### config.mk
export PLATFORM = sky130hd
export DESIGN_NAME = spi_bridge_seq
export DESIGN_NICKNAME = d
export VERILOG_FILES = /design/src/rtl/spi_bridge_seq.sv
export SDC_FILE = /design/constraint.sdc
export NUM_CORES = 1
export LEC_CHECK = 0
export ABC_AREA = 1
export BUFFER_PORTS_ARGS = -buffer_cell sky130_fd_sc_hd__buf_2
export CORE_MARGIN = 3
export CORE_UTILIZATION = 51
export CTS_CLUSTER_DIAMETER = 150
export DETAILED_ROUTE_END_ITERATION = 6
export PLACE_DENSITY = 0.76
export SETUP_SLACK_MARGIN = 0.05
export SLEW_MARGIN = 15
export SYNTH_ARGS = -nofsm -noshare
export SYNTH_HDL_FRONTEND = slang
export SYNTH_SLANG_ARGS = --single-unit
### constraint.sdc
create_clock -name i_ck -period 1.65 [get_ports i_ck]
set_input_delay 0.165 -clock i_ck [delete_from_list [all_inputs] [get_ports i_ck]]
set_output_delay 0.165 -clock i_ck [all_outputs]
set_load 0.01 [all_outputs]
### src/rtl/spi_bridge_seq.sv
`default_nettype none
// +--------------------------------------------------------------------------+
// | spi_bridge_seq : polls a register-file control byte and runs a burst of   |
// | SPI byte transactions through spi_master, writing RX bytes back.          |
// | Revision 1.0                                                              |
// +--------------------------------------------------------------------------+
module spi_bridge_seq #(
   parameter int AW       = 4,
   parameter int DW       = 8,
   parameter int MAX_LEN  = 4,
   parameter int CTRL_ADR = 'h2,
   parameter int ADDR_ADR = 'h0,
   parameter int TX_BASE  = 'h4,
   parameter int RX_BASE  = 'h8,
   parameter int POLL_GAP = 8,
   parameter int TIMEOUT  = 1024
) (
   input  logic          i_ck,
   input  logic          i_rstn,
   output logic [AW-1:0] o_ram_addr,
   output logic [DW-1:0] o_ram_wdata,
   input  logic [DW-1:0] i_ram_rdata,
   output logic          o_ram_rw,
   output logic          o_ram_csn,
   output logic [3:0]    o_spi_adr,
   output logic [DW-1:0] o_spi_din,
   input  logic [DW-1:0] i_spi_dout,
   output logic          o_spi_wr,
   output logic          o_spi_rd,
   output logic          o_busy,
   output logic          o_err
);

   localparam int c_gw = (POLL_GAP > 1) ? $clog2(POLL_GAP) : 1;
   localparam int c_tw = (TIMEOUT > 1) ? $clog2(TIMEOUT) : 1;
   localparam logic [c_gw-1:0] c_gap_last  = c_gw'(POLL_GAP - 1);
   localparam logic [c_tw-1:0] c_poll_last = c_tw'(TIMEOUT - 1);
   localparam logic [3:0]      c_max_len   = 4'(MAX_LEN);
   localparam logic [3:0]      c_spi_ctrl  = 4'd0;
   localparam logic [3:0]      c_spi_tx    = 4'd1;
   localparam logic [3:0]      c_spi_addr  = 4'd2;
   localparam logic [3:0]      c_spi_rx    = 4'd3;

   typedef enum logic [3:0] {
      S_IDLE     = 4'd0,
      S_RD_CTRL  = 4'd1,
      S_RD_ADDR  = 4'd2,
      S_RD_TX    = 4'd3,
      S_SPI_WADR = 4'd4,
      S_SPI_WTX  = 4'd5,
      S_SPI_GO   = 4'd6,
      S_SPI_POLL = 4'd7,
      S_SPI_RRX  = 4'd8,
      S_WR_RX    = 4'd9,
      S_WR_CTRL  = 4'd10
   } state_t;

   state_t          r_state, w_state;
   logic            r_ph, w_ph;           // 0 = strobe cycle, 1 = capture cycle
   logic [c_gw-1:0] r_gap, w_gap;
   logic [c_tw-1:0] r_poll, w_poll;
   logic [2:0]      r_idx, w_idx;
   logic [2:0]      r_len_m1, w_len_m1;
   logic [4:0]      r_ctrl, w_ctrl;       // control bits [5:1] echoed on write-back
   logic [DW-1:0]   r_base, w_base;
   logic [DW-1:0]   r_tx, w_tx;
   logic [DW-1:0]   r_rx, w_rx;
   logic            r_busy, w_busy;
   logic            r_err, w_err;

   logic [AW-1:0]   w_tx_addr;
   logic [AW-1:0]   w_rx_addr;
   logic            w_len_ok;

   assign w_tx_addr = AW'(TX_BASE) + AW'(r_idx);
   assign w_rx_addr = AW'(RX_BASE) + AW'(r_idx);
   assign w_len_ok  = ({1'b0, i_ram_rdata[3:1]} + 4'd1) <= c_max_len;

   always_ff @(posedge i_ck or negedge i_rstn) begin
      if (!i_rstn) begin
         r_state  <= S_IDLE;
         r_ph     <= 1'b0;
         r_gap    <= '0;
         r_poll   <= '0;
         r_idx    <= '0;
         r_len_m1 <= '0;
         r_ctrl   <= '0;
         r_base   <= '0;
         r_tx     <= '0;
         r_rx     <= '0;
         r_busy   <= 1'b0;
         r_err    <= 1'b0;
      end else begin
         r_state  <= w_state;
         r_ph     <= w_ph;
         r_gap    <= w_gap;
         r_poll   <= w_poll;
         r_idx    <= w_idx;
         r_len_m1 <= w_len_m1;
         r_ctrl   <= w_ctrl;
         r_base   <= w_base;
         r_tx     <= w_tx;
         r_rx     <= w_rx;
         r_busy   <= w_busy;
         r_err    <= w_err;
      end
   end

   always_comb begin
      w_state     = r_state;
      w_ph        = r_ph;
      w_gap       = r_gap;
      w_poll      = r_poll;
      w_idx       = r_idx;
      w_len_m1    = r_len_m1;
      w_ctrl      = r_ctrl;
      w_base      = r_base;
      w_tx        = r_tx;
      w_rx        = r_rx;
      w_busy      = r_busy;
      w_err       = r_err;
      o_ram_addr  = '0;
      o_ram_wdata = '0;
      o_ram_rw    = 1'b1;
      o_ram_csn   = 1'b1;
      o_spi_adr   = '0;
      o_spi_din   = '0;
      o_spi_wr    = 1'b0;
      o_spi_rd    = 1'b0;

      case (r_state)
         S_IDLE: begin
            if (r_gap == c_gap_last) begin
               w_gap   = '0;
               w_ph    = 1'b0;
               w_state = S_RD_CTRL;
            end else begin
               w_gap = r_gap + 1'b1;
            end
         end

         S_RD_CTRL: begin
            o_ram_addr = AW'(CTRL_ADR);
            if (!r_ph) begin
               o_ram_csn = 1'b0;
               w_ph      = 1'b1;
            end else begin
               w_ph = 1'b0;
               if (!i_ram_rdata[0]) begin
                  w_state = S_IDLE;
               end else begin
                  w_ctrl   = i_ram_rdata[5:1];
                  w_len_m1 = i_ram_rdata[3:1];
                  if (w_len_ok) begin
                     w_err   = 1'b0;
                     w_busy  = 1'b1;
                     w_state = S_RD_ADDR;
                  end else begin
                     // Illegal length: report it without touching the SPI bus.
                     w_err   = 1'b1;
                     w_state = S_WR_CTRL;
                  end
               end
            end
         end

         S_RD_ADDR: begin
            o_ram_addr = AW'(ADDR_ADR);
            if (!r_ph) begin
               o_ram_csn = 1'b0;
               w_ph      = 1'b1;
            end else begin
               w_ph    = 1'b0;
               w_base  = i_ram_rdata;
               w_idx   = '0;
               w_state = S_RD_TX;
            end
         end

         S_RD_TX: begin
            o_ram_addr = w_tx_addr;
            if (!r_ph) begin
               o_ram_csn = 1'b0;
               w_ph      = 1'b1;
            end else begin
               w_ph    = 1'b0;
               w_tx    = i_ram_rdata;
               w_state = S_SPI_WADR;
            end
         end

         S_SPI_WADR: begin
            o_spi_wr  = 1'b1;
            o_spi_adr = c_spi_addr;
            o_spi_din = r_base + DW'(r_idx);
            w_state   = S_SPI_WTX;
         end

         S_SPI_WTX: begin
            o_spi_wr  = 1'b1;
            o_spi_adr = c_spi_tx;
            o_spi_din = r_tx;
            w_state   = S_SPI_GO;
         end

         S_SPI_GO: begin
            o_spi_wr  = 1'b1;
            o_spi_adr = c_spi_ctrl;
            o_spi_din = DW'(1);
            w_poll    = '0;
            w_ph      = 1'b0;
            w_state   = S_SPI_POLL;
         end

         S_SPI_POLL: begin
            o_spi_adr = c_spi_ctrl;
            if (!r_ph) begin
               o_spi_rd = 1'b1;
               w_ph     = 1'b1;
            end else begin
               w_ph = 1'b0;
               if (!i_spi_dout[0]) begin
                  w_state = S_SPI_RRX;
               end else if (r_poll == c_poll_last) begin
                  w_err   = 1'b1;
                  w_state = S_WR_CTRL;
               end else begin
                  w_poll = r_poll + 1'b1;
               end
            end
         end

         S_SPI_RRX: begin
            o_spi_adr = c_spi_rx;
            if (!r_ph) begin
               o_spi_rd = 1'b1;
               w_ph     = 1'b1;
            end else begin
               w_ph    = 1'b0;
               w_rx    = i_spi_dout;
               w_state = S_WR_RX;
            end
         end

         S_WR_RX: begin
            o_ram_csn   = 1'b0;
            o_ram_rw    = 1'b0;
            o_ram_addr  = w_rx_addr;
            o_ram_wdata = r_rx;
            if (r_idx == r_len_m1) begin
               w_state = S_WR_CTRL;
            end else begin
               w_idx   = r_idx + 1'b1;
               w_state = S_RD_TX;
            end
         end

         S_WR_CTRL: begin
            o_ram_csn   = 1'b0;
            o_ram_rw    = 1'b0;
            o_ram_addr  = AW'(CTRL_ADR);
            o_ram_wdata = DW'({1'b1, r_err, r_ctrl, 1'b0});
            w_busy      = 1'b0;
            w_gap       = '0;
            w_state     = S_IDLE;
         end

         default: begin
            w_state = S_IDLE;
            w_ph    = 1'b0;
            w_gap   = '0;
         end
      endcase
   end

   assign o_busy = r_busy;
   assign o_err  = r_err;

endmodule
`default_nettype wire

==> qor.csv, run 1 <==
metric;value;unit
ioPinCount;48;
r2r-end;r_state[0]$_DFFE_PN0P_;
setup_viol;29;
yosysTopAreaCell;dfrtp_1;
timing.rr.start;r_state[0]$_DFFE_PN0P_;
post-route-util;0.756;
final_cell_count_no_fill;555;
clkLatencyLatePin;0.32;ns
fmax;0.483;GHz
die_w;84.0;um
cts.sinks;52;
ys_seq_area_frac;0.420;
ctsHtreeMaxLevel;2;
grt_max_degree;24;
arrival;1.91;ns
synth_top_area_share;0.420;
yosys_register_bits;52;
cp-end-kind;primary output;
dr_total_vias;3137;
leakagePower;2.21;nW
final_cell_area;4290;um2
portBuffers;45;
place_area;3530;um2
coreArea;5680;um2
p_int;3.96;mW
yosysWarnings;0;
start_util;0.546;
period_share;1.26;
fillers;360;
critPathMaxFanout;3;
dp.cells;514;
drive_gt1_frac;0.404;
synth_area_per_cell;8.03;um2
hold_viol;0;
netlist_area;3100;um2
p_sw;3.27;mW
dieArea;7050;um2
pwr-share-seq;0.322;
p_comb_frac;0.570;
fin_skew;0.00780;ns
row_count;27;
ys_top_cells_by_area;dfrtp_1 42%, nand2_1 14%, o21ai_0 5.2%;
rsz0062_at_grt;yes;
globalRouteOverflowTotal;0;
switching_share;0.453;
period_minus_slack;2.07;ns
r2r_cells;11;
routed_wl;9460;um
post_drt_wl_per_cell;17.0;um
grt.total_usage;0.247;
cts_tree;yes;
timing.reg2reg.setup_slack;-0.07;ns
p_clk_frac;0.108;
crit_type;reg -> out;
hpwl;5520;um
antenna_left;0;
die_y;84.0;um
cp-start-kind;flop;
setup_slack;-0.422;ns
failed_checks;negative setup slack;
area_growth;38.4;%
grt_pass1_vias;2972;
hold_class;in -> reg;
routabilityCongestion;0.881;
finalMaxSlewViolations;0;
worstPathRequired;1.48;ns
nNetsFinal;508;
drtPass1Iterations;5;
status;finished, violations left;
crit_end;o_spi_din[6];
via_per_inst;5.65;
power.density;1690;nW/um2
clkTransAtPathRegs;0.10;ns
initialDrtViolationCount;297;
cts-root-buf;clkbuf_8;
cts.path.max_buffers;2;
slew_headroom;0.635;
p_total;7.23;mW
ys_types;35;
grt_pass1_wl;14100;um
synth_cells;386;
ir_drop;955;uV
cts_made_buffers;5;
drv_cap;0;
critPathLaunch;r_idx[0]$_DFFE_PN0P_;
antenna_found_initial;0;
worstMarginPinSlew;0.547;ns
diodes;0;
route.detailed.drc;0;
-- cell type report --
| class | count | area, um2 | share of cell area |
|---|---|---|---|
| clock buffer | 7 | 86.3 | 0.0201 |
| clock inverter | 1 | 7.51 | 0.00175 |
| inverter | 45 | 186 | 0.0435 |
| multi-input combinational | 285 | 1890 | 0.441 |
| sequential | 52 | 1310 | 0.304 |
| tap | 72 | 90.1 | 0.0210 |
| timing repair buffer | 93 | 721 | 0.168 |
-- cells in the final DEF (no fill, tap or decap), types with 16 or more instances in the layout --
master,instances
nand3_1,25
buf_4,28
buf_2,38
inv_1,29
nand2_1,94
nand2_4,16
dfrtp_1,48
buf_6,24
o21ai_1,20
o21ai_0,24
-- logic make-up (layout without fill, tap and decap cells) --
family,Yosys count,in the layout,synth area share
AO/OA/AOI/OAI,65,65,0.121
AND/OR/NAND/NOR,196,197,0.306
flip-flops,52,52,0.420
other,1,2,0.00121
multiplexers,7,7,0.0327
buffers and inverters,51,146,0.0674
XOR/XNOR,6,6,0.0170
adder cells (fa/ha/maj),8,8,0.0347
-- critical path, stage by stage, from the launching register on --
cell and delay [ns]:
dfrtp_1 0.40, ha_2 0.21, fa_2 0.36, nand2_1 0.14
nand2_2 0.08, nand2_2 0.08, o21ai_0 0.07, nand2_1 0.07
o21ai_1 0.05, buf_2 0.14
-- per-stage QoR --
stage	worst slack, ns	setup TNS, ns	hold WS (ns)
6_report	-0.422	-4.92	0.0781
5_1_grt	-0.501	-6.93	0.0715
4_1_cts	-0.371	-3.10	0.0842
3_5_place_dp	-0.0696	-0.131	0.174
3_3_place_gp	-0.0299	-0.0299	0.169
2_1_floorplan	0.0386	0	-0.131
-- worst min-delay path by stage --
stage / from / endpoint / slack [ns] / cells after the start
after floorplan: i_rstn / o_busy$_DFFE_PN0P_ / -0.13 / 0
after global placement: i_rstn / r_poll[6]$_DFFE_PN0P_ / 0.17 / 1
after detailed placement: i_rstn / r_rx[3]$_DFFE_PN0P_ / 0.17 / 1
after CTS: i_spi_dout[1] / r_rx[1]$_DFFE_PN0P_ / 0.08 / 2
after global routing: i_spi_dout[2] / r_rx[2]$_DFFE_PN0P_ / 0.07 / 2
final: i_spi_dout[3] / r_rx[3]$_DFFE_PN0P_ / 0.08 / 2
-- cell usage after synthesis --
library cell,instances
a21oi_1,7
a22o_1,5
a31oi_1,1
a32o_1,3
buf_2,2
buf_4,2
buf_6,1
clkbuf_1,1
conb_1,1
dfrtp_1,52
fa_1,1
ha_1,7
inv_1,39
inv_2,6
mux2_2,1
mux2_4,6
nand2_1,114
nand2_2,3
nand2_4,6
nand3_1,30
nand3_2,3
nand4_1,2
nor2_1,20
nor2_2,3
nor2_4,6
nor2_8,2
nor3_1,5
nor3_2,1
o21ai_0,32
o21ai_1,15
o21ai_4,1
o21bai_1,1
or2_2,1
xnor2_1,1
xor2_1,5
-- registers in the layout, summed over array words and instances (netlist names) --
| name | count |
|---|---|
| r_ctrl | 3 |
| r_state | 4 |
| r_idx | 3 |
| r_base | 8 |
| r_tx | 8 |
| r_len_m1 | 2 |
| r_poll | 10 |
| o_err | 1 |
| r_ph | 1 |
| o_busy | 1 |
| r_gap | 3 |
| r_rx | 8 |
-- per-layer routing --
metal,routed length [um],vias to the layer above,GRT usage
li1,-,1451,-
met1,3830,1483,0.338
met2,4530,167,0.408
met3,721,36,0.0415
met4,378,0,0.0643
met5,0,-,0
-- power by group through the flow --
| stage | logic, mW | registers, mW | clock network (mW) |
|---|---|---|---|
| floorplan | 1.89 | 2.19 | 0 |
| global placement | 2.64 | 2.23 | 0 |
| detailed placement | 2.71 | 2.26 | 0 |
| CTS | 3.33 | 2.26 | 0.776 |
| global route | 4.47 | 2.39 | 0.844 |
| finish | 4.13 | 2.33 | 0.781 |
-- timing repair --
item | in CTS | in global routing
setup endpoints to repair | 25 | 59
endpoints found under the hold margin | 21 | 0
gates cloned | 1 | 0
pin swaps | 18 | 22
gates resized for setup | 66 | 54
setup buffers | 20 | 13
hold buffers | 1 | 0
(Power assumes the default switching activity.)
==> run 2, diff against run 1 <==
- CORE_MARGIN: 3 -> not set
- CORE_UTILIZATION: 51 -> 30
- PLACE_DENSITY: 0.76 -> not set
- clock period: 1.65 -> 1.8 ns (I/O delays scaled with it)
==> qor.csv, run 2 (synthesis results as in run 1) <==
metric;value;unit;change
status;finished, violations left;;
failed_checks;negative setup slack;;
arrival;1.86;ns;-0.05 ns
timing.rr.start;r_state[1]$_DFFE_PN0P_;;
gr-usage-met1;0.196;;-0.143
drv_cap;0;;unchanged
routabilityCongestion;0.841;;-4.5%
cp-start-kind;flop;;
hold_class;in -> reg;;
period_share;1.13;;
regMostFlops;r_poll;;
ioPinCount;48;;unchanged
portBuffers;45;;unchanged
clkLatencyLatePin;0.31;ns;about the same
final_cell_mix;104 x nand2_1, 49 x dfrtp_1, 43 x buf_2;;
hpwl;5720;um;+3.6%
grt.met2_usage;0.252;;-0.156
via_per_inst;4.74;;-16%
p_total;5.97;mW;-17%
critical-path-top-delay-family;adder cells;;
ctsHtreeMaxLevel;2;;unchanged
critPathMaxFanout;2;;-1
antenna_left;0;;unchanged
setup_slack;-0.240;ns;+0.182 ns
start_util;0.313;;-0.233
initialDrtViolationCount;134;;-55%
met3_usage;0.0289;;-0.0125
largest_reg_flops;10;;unchanged
pwr-share-seq;0.357;;+0.035
row_count;36;;+33%
coreArea;9910;um2;+75%
die_y;104;um;+23%
routed_wl;7840;um;-17%
dieArea;10700;um2;+52%
crit_type;reg -> out;;
p_int;3.47;mW;-12%
finalMaxSlewViolations;0;;unchanged
fin_setup_tns;-0.859;ns;+4.06 ns
p_clk_frac;0.162;;+0.054
switching_share;0.419;;-0.0336
globalRouteOverflowTotal;0;;unchanged
cts_made_buffers;5;;unchanged
crit_slowest_cell;dfrtp_1;;
area_growth;31.0;%;
path_buf_inv;1;;unchanged
period_minus_slack;2.04;ns;
cp-end-kind;primary output;;
route.detailed.drc;0;;unchanged
max_stage_delay;0.41;ns;about the same
slew_headroom;0.652;;+0.0167
dr_total_vias;2832;;-9.7%
drtPass1Iterations;4;;-1
cts.path.max_buffers;2;;unchanged
grt-busiest-layer;met2;;
die_w;104;um;+23%
cts_tree;yes;;
grt_pass1_vias;2757;;-7.2%
fin_skew;0.00758;ns;-0.000217 ns
worstPathCellList;ha_2 -> fa_2 -> or2_4 -> a32o_1 -> buf_2;;
hold_viol;0;;unchanged
clkTransAtPathRegs;0.10;ns;about the same
diodes;0;;unchanged
setup_viol;8;;-72%
holdWs;0.0902;ns;+0.0120 ns
power.density;1470;nW/um2;-13%
grt_max_degree;25;;+4.2%
worstMarginPinSlew;0.522;ns;-0.0251 ns
p_sw;2.50;mW;-24%
post-route-util;0.410;;-0.346
cts.sinks;52;;unchanged
rsz0062_at_grt;yes;;
grt.total_usage;0.152;;-0.0954
leakagePower;2.10;nW;-4.9%
nNetsFinal;490;;-3.5%
final_common_cell;nand2_1;;
worstPathRequired;1.62;ns;+0.14 ns
p_comb_frac;0.481;;-0.089
ir_drop;550;uV;-42%
hold_start;i_spi_dout[4];;
drive_gt1_frac;0.344;;-0.0596
post_drt_wl_per_cell;13.1;um;-23%
grt_pass1_wl;13100;um;-7.6%
antenna_found_initial;0;;unchanged
critPathLaunch;r_base[0]$_DFFE_PN0P_;;
cts-root-buf;clkbuf_8;;
fmax;0.490;GHz;
[run 2: what timing repair did]
action / in CTS / in global routing
endpoints found under the hold margin: 19 / 0
pin swaps: 12 / 18
resized for setup: 36 / 35
hold buffers: 1 / 0
endpoints found under the setup margin: 23 / 31
setup buffers: 14 / 6
[run 2: final timing paths]
kind | end | cells after the start | slack (ns)
worst max register to register | r_state[0]$_DFFE_PN0P_ | 9 | 0.18
worst min-delay path | r_rx[4]$_DFFE_PN0P_ | 2 | 0.09
min in group asynchronous | r_idx[2]$_DFFE_PN0P_ | 2 | 0.37
max in group asynchronous | r_tx[1]$_DFFE_PN0P_ | 3 | 0.91
worst max-delay path | o_spi_din[2] | 5 | -0.24
worst min register to register | r_rx[0]$_DFFE_PN0P_ | 2 | 0.50
[run 2: per-stage QoR]
stage	instances	cell area, um2	worst slack (ns)
after floorplan	387	3110	0.0731
after global placement	569	3540	0.00110
after detailed placement	569	3540	-0.0151
after CTS	592	3910	-0.268
after global routing	598	4060	-0.322
final	598	4060	-0.240
[run 2: per-layer routing]
metal / wire, um / vias up
met5: 0 / -
met4: 195 / 0
met3: 285 / 12
met2: 3800 / 61
met1: 3560 / 1347
li1: - / 1412
[run 2: cell type report]
cell class	instances	area, um2
fill	1006	5850
multi-input combinational	284	1770
sequential	52	1310
timing repair buffer	76	515
inverter	45	171
tap	133	166
clock buffer	5	68.8
clock inverter	3	68.8
[run 2: power by group through the flow]
stage / sequential [mW] / clock (mW) / combinational, mW
global route: 2.19 / 1.05 / 3.20
CTS: 2.10 / 1.00 / 2.68
detailed placement: 2.07 / 0 / 2.43
floorplan: 2.01 / 0 / 1.71
global placement: 2.05 / 0 / 2.39
finish: 2.13 / 0.967 / 2.87
==> run 3, diff against run 2 <==
- SETUP_SLACK_MARGIN: 0.05 -> 0.5
==> qor.csv, run 3 (synthesis results as in run 1) <==
metric;value;unit;change
status;finished, violations left;;
failed_checks;negative setup slack;;
fin_setup_tns;-2.96;ns;-2.10 ns
diodes;0;;unchanged
crit_type;reg -> out;;
period_minus_slack;2.09;ns;+0.0492 ns
die_y;104;um;unchanged
multi_input_area;2290;um2;+30%
p_total;8.56;mW;+43%
cts_tree;yes;;
globalRouteOverflowTotal;0;;unchanged
setup_viol;35;;+27
regMostFlops;r_poll;;
row_count;36;;unchanged
routabilityCongestion;0.814;;-3.2%
dieArea;10700;um2;unchanged
holdWs;0.0879;ns;-0.00229 ns
cts.sinks;52;;unchanged
dr_total_vias;3331;;+18%
fillers;883;;-12%
hold_class;in -> reg;;
cts.path.max_buffers;2;;unchanged
cp-end-kind;primary output;;
arrival;1.91;ns;+0.05 ns
worstMarginPinSlew;0.527;ns;+0.00487 ns
fmax;0.479;GHz;-2.4%
ctsHtreeMaxLevel;2;;unchanged
fin_skew;0.0112;ns;+0.00364 ns
drtPass1Iterations;4;;unchanged
grt.total_usage;0.205;;+0.0533
preCtsSetupSlack;0.0461;ns;+0.0612 ns
clkTransAtPathRegs;0.12;ns;+0.02 ns
start_util;0.313;;unchanged
ioPinCount;48;;unchanged
clkLatencyLatePin;0.32;ns;about the same
ir_drop;653;uV;+19%
power.density;1600;nW/um2;+8.8%
routed_wl;11600;um;+48%
cts-root-buf;clkbuf_8;;
area_growth;72.6;%;
post_drt_wl_per_cell;17.6;um;+34%
finalMaxSlewViolations;0;;unchanged
cts_made_buffers;5;;unchanged
hpwl;6030;um;+5.4%
worstPathRequired;1.62;ns;about the same
drive_gt1_frac;0.572;;+0.228
antenna_left;0;;unchanged
die_w;104;um;unchanged
antenna_found_initial;0;;unchanged
final-seq-area;1310;um2;+0.67%
hold_viol;0;;unchanged
grt_pass1_vias;3260;;+18%
route.detailed.drc;0;;unchanged
final_common_cell;nand2_1;;
slew_headroom;0.649;;-0.00325
rsz0062_at_grt;yes;;
coreArea;9910;um2;unchanged
grt_max_degree;33;;+32%
setup_slack;-0.289;ns;-0.0492 ns
portBuffers;45;;unchanged
leakagePower;2.54;nW;+21%
period_share;1.16;;+0.0274
largest_reg_flops;10;;unchanged
initialDrtViolationCount;130;;-3.0%
cp-start-kind;flop;;
via_per_inst;5.04;;+6.4%
nNetsFinal;553;;+13%
final_cell_mix;71 x nand2_1, 58 x buf_6, 44 x dfrtp_1;;
grt_pass1_wl;17400;um;+33%
critPathMaxFanout;2;;unchanged
drv_cap;0;;unchanged
==> run 3: final timing paths <==
path                                   endpoint              startpoint  depth (start not counted)  slack [ns]
max                                o_spi_din[2]    r_idx[0]$_DFFE_PN0P_                          5       -0.29
min                         r_rx[1]$_DFFE_PN0P_           i_spi_dout[1]                          2        0.09
max reg2reg                r_idx[1]$_DFFE_PN0P_  r_state[3]$_DFFE_PN0P_                         10       -0.06
min reg2reg                r_gap[0]$_DFFE_PN0N_    r_gap[0]$_DFFE_PN0N_                          1        0.49
max in group asynchronous      r_ph$_DFFE_PN0P_                  i_rstn                          3        0.85
min in group asynchronous    o_busy$_DFFE_PN0P_                  i_rstn                          2        0.36
==> run 3: per-layer routing <==
metal	global-route usage	wire length (um)	vias up
met2	0.337	5830	103
met3	0.0340	458	39
li1	-	-	1545
met4	0.0880	497	0
met5	0	0	-
met1	0.266	4840	1644
==> run 3: stage by stage <==
step                cell area [um2]  instances  utilization
floorplan                      3270        387            -
global placement               3680        566        0.371
detailed placement             3680        566        0.371
CTS                            4840        633        0.489
global route                   5350        661        0.540
finish                         5350        661        0.540
==> run 3: critical path, cell delays in order (launching register included) <==
cell	delay (ns)
dfrtp_1	0.44
ha_4	0.19
fa_2	0.37
or2_4	0.23
a32o_2	0.25
buf_6	0.12
==> run 3: final cells by class <==
class	instances	share of cell area
tap	133	0.0311
clock inverter	2	0.00655
inverter	45	0.0451
clock buffer	6	0.0136
multi-input combinational	289	0.428
timing repair buffer	134	0.230
sequential	52	0.246
==> run 3: timing repair <==
item,in CTS,in global routing
buffers inserted,52,28
pin swaps,41,44
setup endpoints to repair,72,78
resized for setup,154,75
cloned,6,0
hold buffers,1,0
hold endpoints to repair,20,0
==> run 3: power by group <==
part           leakage, nW  total [mW]  switching (mW)  internal, mW
registers            0.641        2.25           0.585          1.67
clock network       0.0552       0.846           0.431         0.414
logic                 1.84        5.46            2.79          2.67
total                 2.54        8.56            3.81          4.75
